[src/rtl/esc_host_framer.sv]
//------------------------------------------------------------------------------
// esc_host_framer
//   Host-side initiator for the ESC-framed debug UART byte protocol. Each
//   request is framed as ESC + command byte followed by an ESC-stuffed payload
//   and pushed into a UART TX FIFO. The response is then popped from a UART RX
//   FIFO and de-stuffed into a parallel response word.
//
//   Optional feature macro: HOST_TIMEOUT_EN
//     defined   : a 16-bit idle counter aborts the receive phase with status 10
//                 after TIMEOUT cycles without a pop
//     undefined : the receive phase waits indefinitely
//
// Ports:
//   clk_i, rst_ni                 clock, asynchronous active-low reset
//   req_valid_i / req_ready_o     request handshake
//   req_cmd_i, req_data_i         command byte and payload (byte 0 = [7:0])
//   req_ntx_i, req_nrx_i          payload bytes to send / expect (clamped)
//   rsp_valid_o / rsp_ready_i     response handshake
//   rsp_data_o, rsp_status_o,     received payload, status (00 ok,
//   rsp_cmd_o                     01 unexpected command, 10 timeout), command
//   tx_ready_i, write_o,          TX FIFO push interface
//   data_send_o
//   rx_empty_i, data_rec_i,       RX FIFO (first-word fall-through) pop
//   read_o                        interface
//
// Revision: 1.0 - initial release
//------------------------------------------------------------------------------
`default_nettype none

module esc_host_framer #(
  parameter logic [7:0] ESC     = 8'hB1,
  parameter int         NBYTES  = 4,
  parameter int         TIMEOUT = 65535
) (
  input  logic                  clk_i,
  input  logic                  rst_ni,
  input  logic                  req_valid_i,
  output logic                  req_ready_o,
  input  logic [7:0]            req_cmd_i,
  input  logic [8*NBYTES-1:0]   req_data_i,
  input  logic [3:0]            req_ntx_i,
  input  logic [3:0]            req_nrx_i,
  output logic                  rsp_valid_o,
  input  logic                  rsp_ready_i,
  output logic [8*NBYTES-1:0]   rsp_data_o,
  output logic [1:0]            rsp_status_o,
  output logic [7:0]            rsp_cmd_o,
  input  logic                  tx_ready_i,
  output logic                  write_o,
  output logic [7:0]            data_send_o,
  input  logic                  rx_empty_i,
  input  logic [7:0]            data_rec_i,
  output logic                  read_o
);

  localparam logic [3:0] NB = 4'(NBYTES);

  typedef enum logic [2:0] {
    IDLE     = 3'd0,
    TX_ESC   = 3'd1,
    TX_CMD   = 3'd2,
    TX_DATA  = 3'd3,
    TX_STUFF = 3'd4,
    RX_DATA  = 3'd5,
    RX_ESC   = 3'd6,
    DONE     = 3'd7
  } state_e;

  state_e                state_q, state_d;
  logic [7:0]            cmd_q, cmd_d;
  logic [8*NBYTES-1:0]   data_q, data_d;
  logic [3:0]            ntx_q, ntx_d;
  logic [3:0]            nrx_q, nrx_d;
  logic [3:0]            tx_cnt_q, tx_cnt_d;
  logic [3:0]            rx_cnt_q, rx_cnt_d;
  logic [8*NBYTES-1:0]   rsp_data_q, rsp_data_d;
  logic [1:0]            rsp_status_q, rsp_status_d;
  logic [7:0]            rsp_cmd_q, rsp_cmd_d;

  logic [7:0]            tx_byte;
  logic [3:0]            tx_inc;
  logic [3:0]            rx_inc;
  state_e                rx_entry;
  state_e                tx_exit;
  state_e                rx_exit;
  logic [8*NBYTES-1:0]   rsp_data_store;

`ifdef HOST_TIMEOUT_EN
  localparam logic [15:0] TO_LIM = 16'(TIMEOUT);
  logic [15:0]           idle_q, idle_d;
`else
  localparam int unused_timeout = TIMEOUT;
`endif

  // Payload byte selected by tx_cnt; constant-index mux keeps index widths clean.
  always_comb begin
    tx_byte = 8'h00;
    for (int i = 0; i < NBYTES; i++) begin
      if (tx_cnt_q == 4'(i)) tx_byte = data_q[i*8 +: 8];
    end
  end

  // Response word with the current RX byte written at rx_cnt.
  always_comb begin
    rsp_data_store = rsp_data_q;
    for (int i = 0; i < NBYTES; i++) begin
      if (rx_cnt_q == 4'(i)) rsp_data_store[i*8 +: 8] = data_rec_i;
    end
  end

  assign tx_inc   = tx_cnt_q + 4'd1;
  assign rx_inc   = rx_cnt_q + 4'd1;
  // Entering the receive phase with nothing to receive skips straight to DONE.
  assign rx_entry = (nrx_q == 4'd0) ? DONE : RX_DATA;
  assign tx_exit  = (tx_inc == ntx_q) ? rx_entry : TX_DATA;
  assign rx_exit  = (rx_inc == nrx_q) ? DONE : RX_DATA;

  always_comb begin
    state_d      = state_q;
    cmd_d        = cmd_q;
    data_d       = data_q;
    ntx_d        = ntx_q;
    nrx_d        = nrx_q;
    tx_cnt_d     = tx_cnt_q;
    rx_cnt_d     = rx_cnt_q;
    rsp_data_d   = rsp_data_q;
    rsp_status_d = rsp_status_q;
    rsp_cmd_d    = rsp_cmd_q;
`ifdef HOST_TIMEOUT_EN
    idle_d       = idle_q;
`endif
    req_ready_o  = 1'b0;
    rsp_valid_o  = 1'b0;
    write_o      = 1'b0;
    data_send_o  = 8'h00;
    read_o       = 1'b0;

    case (state_q)
      IDLE: begin
        req_ready_o = 1'b1;
        if (req_valid_i) begin
          cmd_d        = req_cmd_i;
          data_d       = req_data_i;
          ntx_d        = (req_ntx_i > NB) ? NB : req_ntx_i;
          nrx_d        = (req_nrx_i > NB) ? NB : req_nrx_i;
          tx_cnt_d     = 4'd0;
          rx_cnt_d     = 4'd0;
          rsp_data_d   = '0;
          rsp_status_d = 2'b00;
          rsp_cmd_d    = 8'h00;
          state_d      = TX_ESC;
        end
      end

      TX_ESC: begin
        data_send_o = ESC;
        write_o     = tx_ready_i;
        if (tx_ready_i) state_d = TX_CMD;
      end

      TX_CMD: begin
        data_send_o = cmd_q;
        write_o     = tx_ready_i;
        if (tx_ready_i) state_d = (ntx_q == 4'd0) ? rx_entry : TX_DATA;
      end

      TX_DATA: begin
        data_send_o = tx_byte;
        write_o     = tx_ready_i;
        if (tx_ready_i) begin
          // An ESC payload byte is followed by a second ESC before advancing.
          if (tx_byte == ESC) begin
            state_d = TX_STUFF;
          end else begin
            tx_cnt_d = tx_inc;
            state_d  = tx_exit;
          end
        end
      end

      TX_STUFF: begin
        data_send_o = ESC;
        write_o     = tx_ready_i;
        if (tx_ready_i) begin
          tx_cnt_d = tx_inc;
          state_d  = tx_exit;
        end
      end

      RX_DATA: begin
        read_o = ~rx_empty_i;
        if (!rx_empty_i) begin
          if (data_rec_i == ESC) begin
            state_d = RX_ESC;
          end else begin
            rsp_data_d = rsp_data_store;
            rx_cnt_d   = rx_inc;
            state_d    = rx_exit;
          end
        end
      end

      RX_ESC: begin
        read_o = ~rx_empty_i;
        if (!rx_empty_i) begin
          if (data_rec_i == ESC) begin
            rsp_data_d = rsp_data_store;
            rx_cnt_d   = rx_inc;
            state_d    = rx_exit;
          end else begin
            rsp_cmd_d    = data_rec_i;
            rsp_status_d = 2'b01;
            state_d      = DONE;
          end
        end
      end

      DONE: begin
        rsp_valid_o = 1'b1;
        if (rsp_ready_i) state_d = IDLE;
      end

      default: state_d = IDLE;
    endcase

`ifdef HOST_TIMEOUT_EN
    // Idle counter only advances on receive-phase cycles without a pop.
    if ((state_q == RX_DATA) || (state_q == RX_ESC)) begin
      if (rx_empty_i) begin
        if (idle_q == TO_LIM - 16'd1) begin
          idle_d       = 16'd0;
          rsp_status_d = 2'b10;
          state_d      = DONE;
        end else begin
          idle_d = idle_q + 16'd1;
        end
      end else begin
        idle_d = 16'd0;
      end
    end else begin
      idle_d = 16'd0;
    end
`endif
  end

  always_ff @(posedge clk_i or negedge rst_ni) begin
    if (!rst_ni) begin
      state_q      <= IDLE;
      cmd_q        <= 8'h00;
      data_q       <= '0;
      ntx_q        <= 4'd0;
      nrx_q        <= 4'd0;
      tx_cnt_q     <= 4'd0;
      rx_cnt_q     <= 4'd0;
      rsp_data_q   <= '0;
      rsp_status_q <= 2'b00;
      rsp_cmd_q    <= 8'h00;
`ifdef HOST_TIMEOUT_EN
      idle_q       <= 16'd0;
`endif
    end else begin
      state_q      <= state_d;
      cmd_q        <= cmd_d;
      data_q       <= data_d;
      ntx_q        <= ntx_d;
      nrx_q        <= nrx_d;
      tx_cnt_q     <= tx_cnt_d;
      rx_cnt_q     <= rx_cnt_d;
      rsp_data_q   <= rsp_data_d;
      rsp_status_q <= rsp_status_d;
      rsp_cmd_q    <= rsp_cmd_d;
`ifdef HOST_TIMEOUT_EN
      idle_q       <= idle_d;
`endif
    end
  end

  assign rsp_data_o   = rsp_data_q;
  assign rsp_status_o = rsp_status_q;
  assign rsp_cmd_o    = rsp_cmd_q;

endmodule

`default_nettype wire
[config.mk]
export PLATFORM = sky130hd
export DESIGN_NAME = esc_host_framer
export DESIGN_NICKNAME = d
export VERILOG_FILES = /design/src/rtl/esc_host_framer.sv
export SDC_FILE = /design/constraint.sdc
export NUM_CORES = 1
export LEC_CHECK = 0
export CAP_MARGIN = 20
export CORE_ASPECT_RATIO = 1.1
export CORE_UTILIZATION = 40
export CTS_CLUSTER_DIAMETER = 40
export DETAILED_ROUTE_END_ITERATION = 6
export PLACE_DENSITY = 0.66
export SYNTH_ARGS = -nofsm -noshare
export SYNTH_HDL_FRONTEND = slang
export SYNTH_SLANG_ARGS = --single-unit
export TNS_END_PERCENT = 1
[constraint.sdc]
create_clock -name clk_i -period 3.1 [get_ports clk_i]
set_input_delay 0.465 -clock clk_i [delete_from_list [all_inputs] [get_ports clk_i]]
set_output_delay 0.465 -clock clk_i [all_outputs]
set_load 0.02 [all_outputs]
==> metrics.md <==
| Metric | Value |
|---|---|
| Status | `finished clean` |
| Crit path from | `tx_cnt_q[0]` |
| Compound-Gate Fraction of Synth Area | `10.7%` |
| Met3 Use GR | `3.75%` |
| Post-Place Cells | `784` |
| Die ar. | `0.0128 mm^2` |
| Peak VDD IR | `0.000442 V` |
| Ys async rst share | `100%` |
| CTS buffer count | `9` |
| P_leak | `3.09 nW` |
| Fill cell total of the finished layout | `1088` |
| Slew headroom | `50.3%` |
| Final Setup Violations | `0` |
| Fin cells | `800` |
| DRT iter0 DRCs | `192` |
| Fin util | `54.8%` |
| Clock share of power | `16.6%` |
| Unrepaired setup endpoints after global routing | `no` |
| Adder-cell share of the synthesized area | `2.03%` |
| Most common cell after layout, fill and taps aside | `nand2_1` |
| Post-Synth Simple-Gate Area | `22.6%` |
| Sw Ratio | `41.0%` |
| Fin. Hold Viols | `0` |
| Clock Sinks | `100` |
| Vias/cell | `5.23` |
| Post-synth cell types | `58` |
| WL final | `12.6 mm` |
| Post-synthesis mux area share | `8.54%` |
| Sequential area share after synthesis | `50.7%` |
| Routed vias | `4185` |
| Sequential share of power | `34.8%` |
| CP max stage delay | `0.46 ns` |
| Port Buffers | `114` |
| Max stage delay cell, worst path | `dfrtp_2` |
| Reg-to-Reg Start | `tx_cnt_q[1]` |
| Vias in the first global route | `4219` |
| CTS Root Buffer Type | `clkbuf_16` |
| Most used routing layer | `met2` |
| DP Area | `0.00629 mm^2` |
| Area grow syn2layout | `33.6%` |
| Fin Hold WS | `0.162 ns` |
| Synth Area in XOR/XNOR | `2.31%` |
| Hold Crit Class | `input port to async pin` |
| Minimum clock period | `2.94 ns` |
| Total I/O pin count | `116` |
| Total gr overflow | `0` |
| Mapped Cells | `524` |
| Required time of the critical path | `2.63 ns` |
| Syn Area/Cell | `9.42 um^2` |
| Core Footprint | `0.0120 mm^2` |
| Comb power frac | `48.5%` |
| Max-cap violations | `0` |
| Post-Syn Nets | `594` |
| Sw power | `2.64 mW` |
| Post-CTS Resized | `6` |
| Max Fanout on Critical Path | `8` |
| Post-CTS Setup Bufs | `0` |
| N_diodes | `0` |
| Final Wtd Congestion | `0.904` |
| Die height | `119 um` |
| Largest family of logic cells by synthesized area | `simple AND/OR/NAND/NOR gates` |
| Startpoint class of the critical path | `flip-flop` |
| Crit-path cells | `ha_2, buf_4, or2b_1, o311ai_0, a31oi_1, nor2_1, o31ai_1, dlygate4sd2_1` |
| Post-route cell area | `0.00660 mm^2` |
| Post-synth EDFFs | `0` |
| Int Pwr | `3.80 mW` |
| R2R depth | `8` |
| Fmax | `340 MHz` |
| Met2 Usage GRT | `36.2%` |
| Fin nets | `711` |
| #FFs+latches synth | `100` |
| Slew Viols, Final | `0` |
| Setup Skew | `0.00632 ns` |
| Worst Max-Slew Pin Slew | `0.736 ns` |
| Share of layout cells above drive strength 1 | `13.2%` |
| Total global-route track usage | `21.2%` |
| Starting Density | `41.0%` |
| Dominant synthesized flop cell | `dfrtp_1` |
| Synthesis Warnings | `0` |
| Commonest non-fill, non-tap cells in the layout | `163 x nand2_1, 105 x clkdlybuf4s50_1, 99 x dfrtp_1` |
| Avg WL per Cell | `15.7 um` |
| Worst Setup End Kind | `output port` |
| Max clock buf depth | `2` |
| Clk_lat worst skew | `0.35 ns` |
| Power density cells | `975 mW/mm^2` |
| Detailed Routing Iterations Pass 1 | `4` |
| H-tree depth | `3` |
| Synth Cell Area | `0.00494 mm^2` |
| Antenna violations before repair | `0` |
| CTS Hold Buffers Added | `0` |
| Worst reg2reg path endpoint | `tx_cnt_q[0]` |
| # rows | `42` |
| Antenna viol nets, final | `0` |
| Global-route wire length before repair | `20.9 mm` |
| Clock transition at path regs | `0.07 ns` |
| Crit path kind | `flip-flop to output port` |
| Half-perimeter wire length after detailed placement | `9.50 mm` |
| Worst setup margin | `0.156 ns` |
| GR Layer Usage met1 | `26.2%` |
| CTS tree | `yes` |
| Tcrit/Tclk final | `95.0%` |
| DIE WIDTH | `108 um` |
| Dpl ws | `0.0830 ns` |
| Pin count of the biggest net entering global routing | `57` |
| Critical path arrival | `2.48 ns` |
| Drt drc | `0` |
| R2r setup slk | `0.38 ns` |
flip-flops by register name, indices dropped and copies added, names as in the netlist:
register and count:
ntx_q 4, rsp_cmd_o 8, nrx_q 4, rsp_data_o 32
rx_cnt_q 4, data_q 32, tx_cnt_q 4, state_q 3
cmd_q 8, rsp_status_o 1
worst max-delay path by stage:
| stage | cells past startpoint | endpoint |
|---|---|---|
| after detailed placement | 7 | data_send_o[4] |
| final | 8 | data_send_o[5] |
| after CTS | 7 | data_send_o[2] |
| after global placement | 7 | data_send_o[4] |
| after global routing | 8 | data_send_o[5] |
| after floorplan | 7 | data_send_o[0] |
power by group through the flow:
stage	Clock (mW)	Combinational, mW	Sequential [mW]
floorplan	0	1.77	2.34
global placement	0	3.11	2.25
detailed placement	0	3.17	2.26
CTS	1.10	3.13	2.24
global route	1.16	3.43	2.31
finish	1.07	3.12	2.24
critical path, delay by kind of cell, from the launching register on:
kind,cells,cell delay [ns]
AOI/OAI and AO/OA,3,0.65
buffers and inverters,2,0.54
DFF,1,0.46
adders and majority gates,1,0.25
and+or+nand+nor,2,0.22
layer usage:
layer	routed length, um	part of all wire, %
met4	265	2.1
met5	0	0
met1	5380	43
met2	6360	51
met3	582	4.6
logic make-up (layout without fill, tap and decap cells):
logic type	count (synthesis)	after routing
buf+inv	34	156
other cells	1	1
compound gates	80	80
fa+ha+maj	8	8
xor+xnor	13	13
mux	38	38
flops	100	100
simple gates	250	250
cell usage after synthesis (2+ instances only):
library cell	count	share of area [%]
clkbuf_1	15	1.1
a21oi_2	2	0.35
o21ai_0	21	2.1
or4_1	2	0.30
o31ai_1	6	0.91
and2_1	2	0.25
nand3_1	9	0.91
xor2_1	4	0.71
nand4_1	4	0.51
o21a_1	2	0.30
nand2_1	163	12
a32oi_1	2	0.35
nor3_1	5	0.51
nand3b_1	5	0.76
mux2i_1	5	1.0
mux2_2	33	7.5
buf_2	7	0.71
o311ai_0	4	0.71
nor2_2	2	0.25
or2b_1	2	0.30
dfrtp_1	100	51
a31oi_1	5	0.63
nor2b_1	4	0.51
o221ai_1	2	0.35
and3_1	12	1.5
buf_4	2	0.30
inv_1	8	0.61
a221oi_1	2	0.35
a21oi_1	17	1.7
ha_1	8	2.0
nor4_1	3	0.38
nor2_4	2	0.46
nand2b_1	4	0.51
nor2_1	25	1.9
a211oi_1	4	0.61
xnor2_1	9	1.6
final cells by class:
class	count	area, um^2	share of cell area, %
Sequential cell	100	2500	38.0
Timing Repair Buffer	132	1280	19.5
Inverter	8	30.0	0.455
Clock inverter	7	58.8	0.892
Multi-Input combinational cell	390	2300	34.9
Clock buffer	9	225	3.41
Tap cell	154	193	2.92
stage by stage:
step                TNS [ns]  total power, mW
CTS                   -0.202             6.47
detailed placement         0             5.43
floorplan                  0             4.11
global route               0             6.90
global placement           0             5.36
finish                     0             6.43
Power figures use the tool's default switching activity.
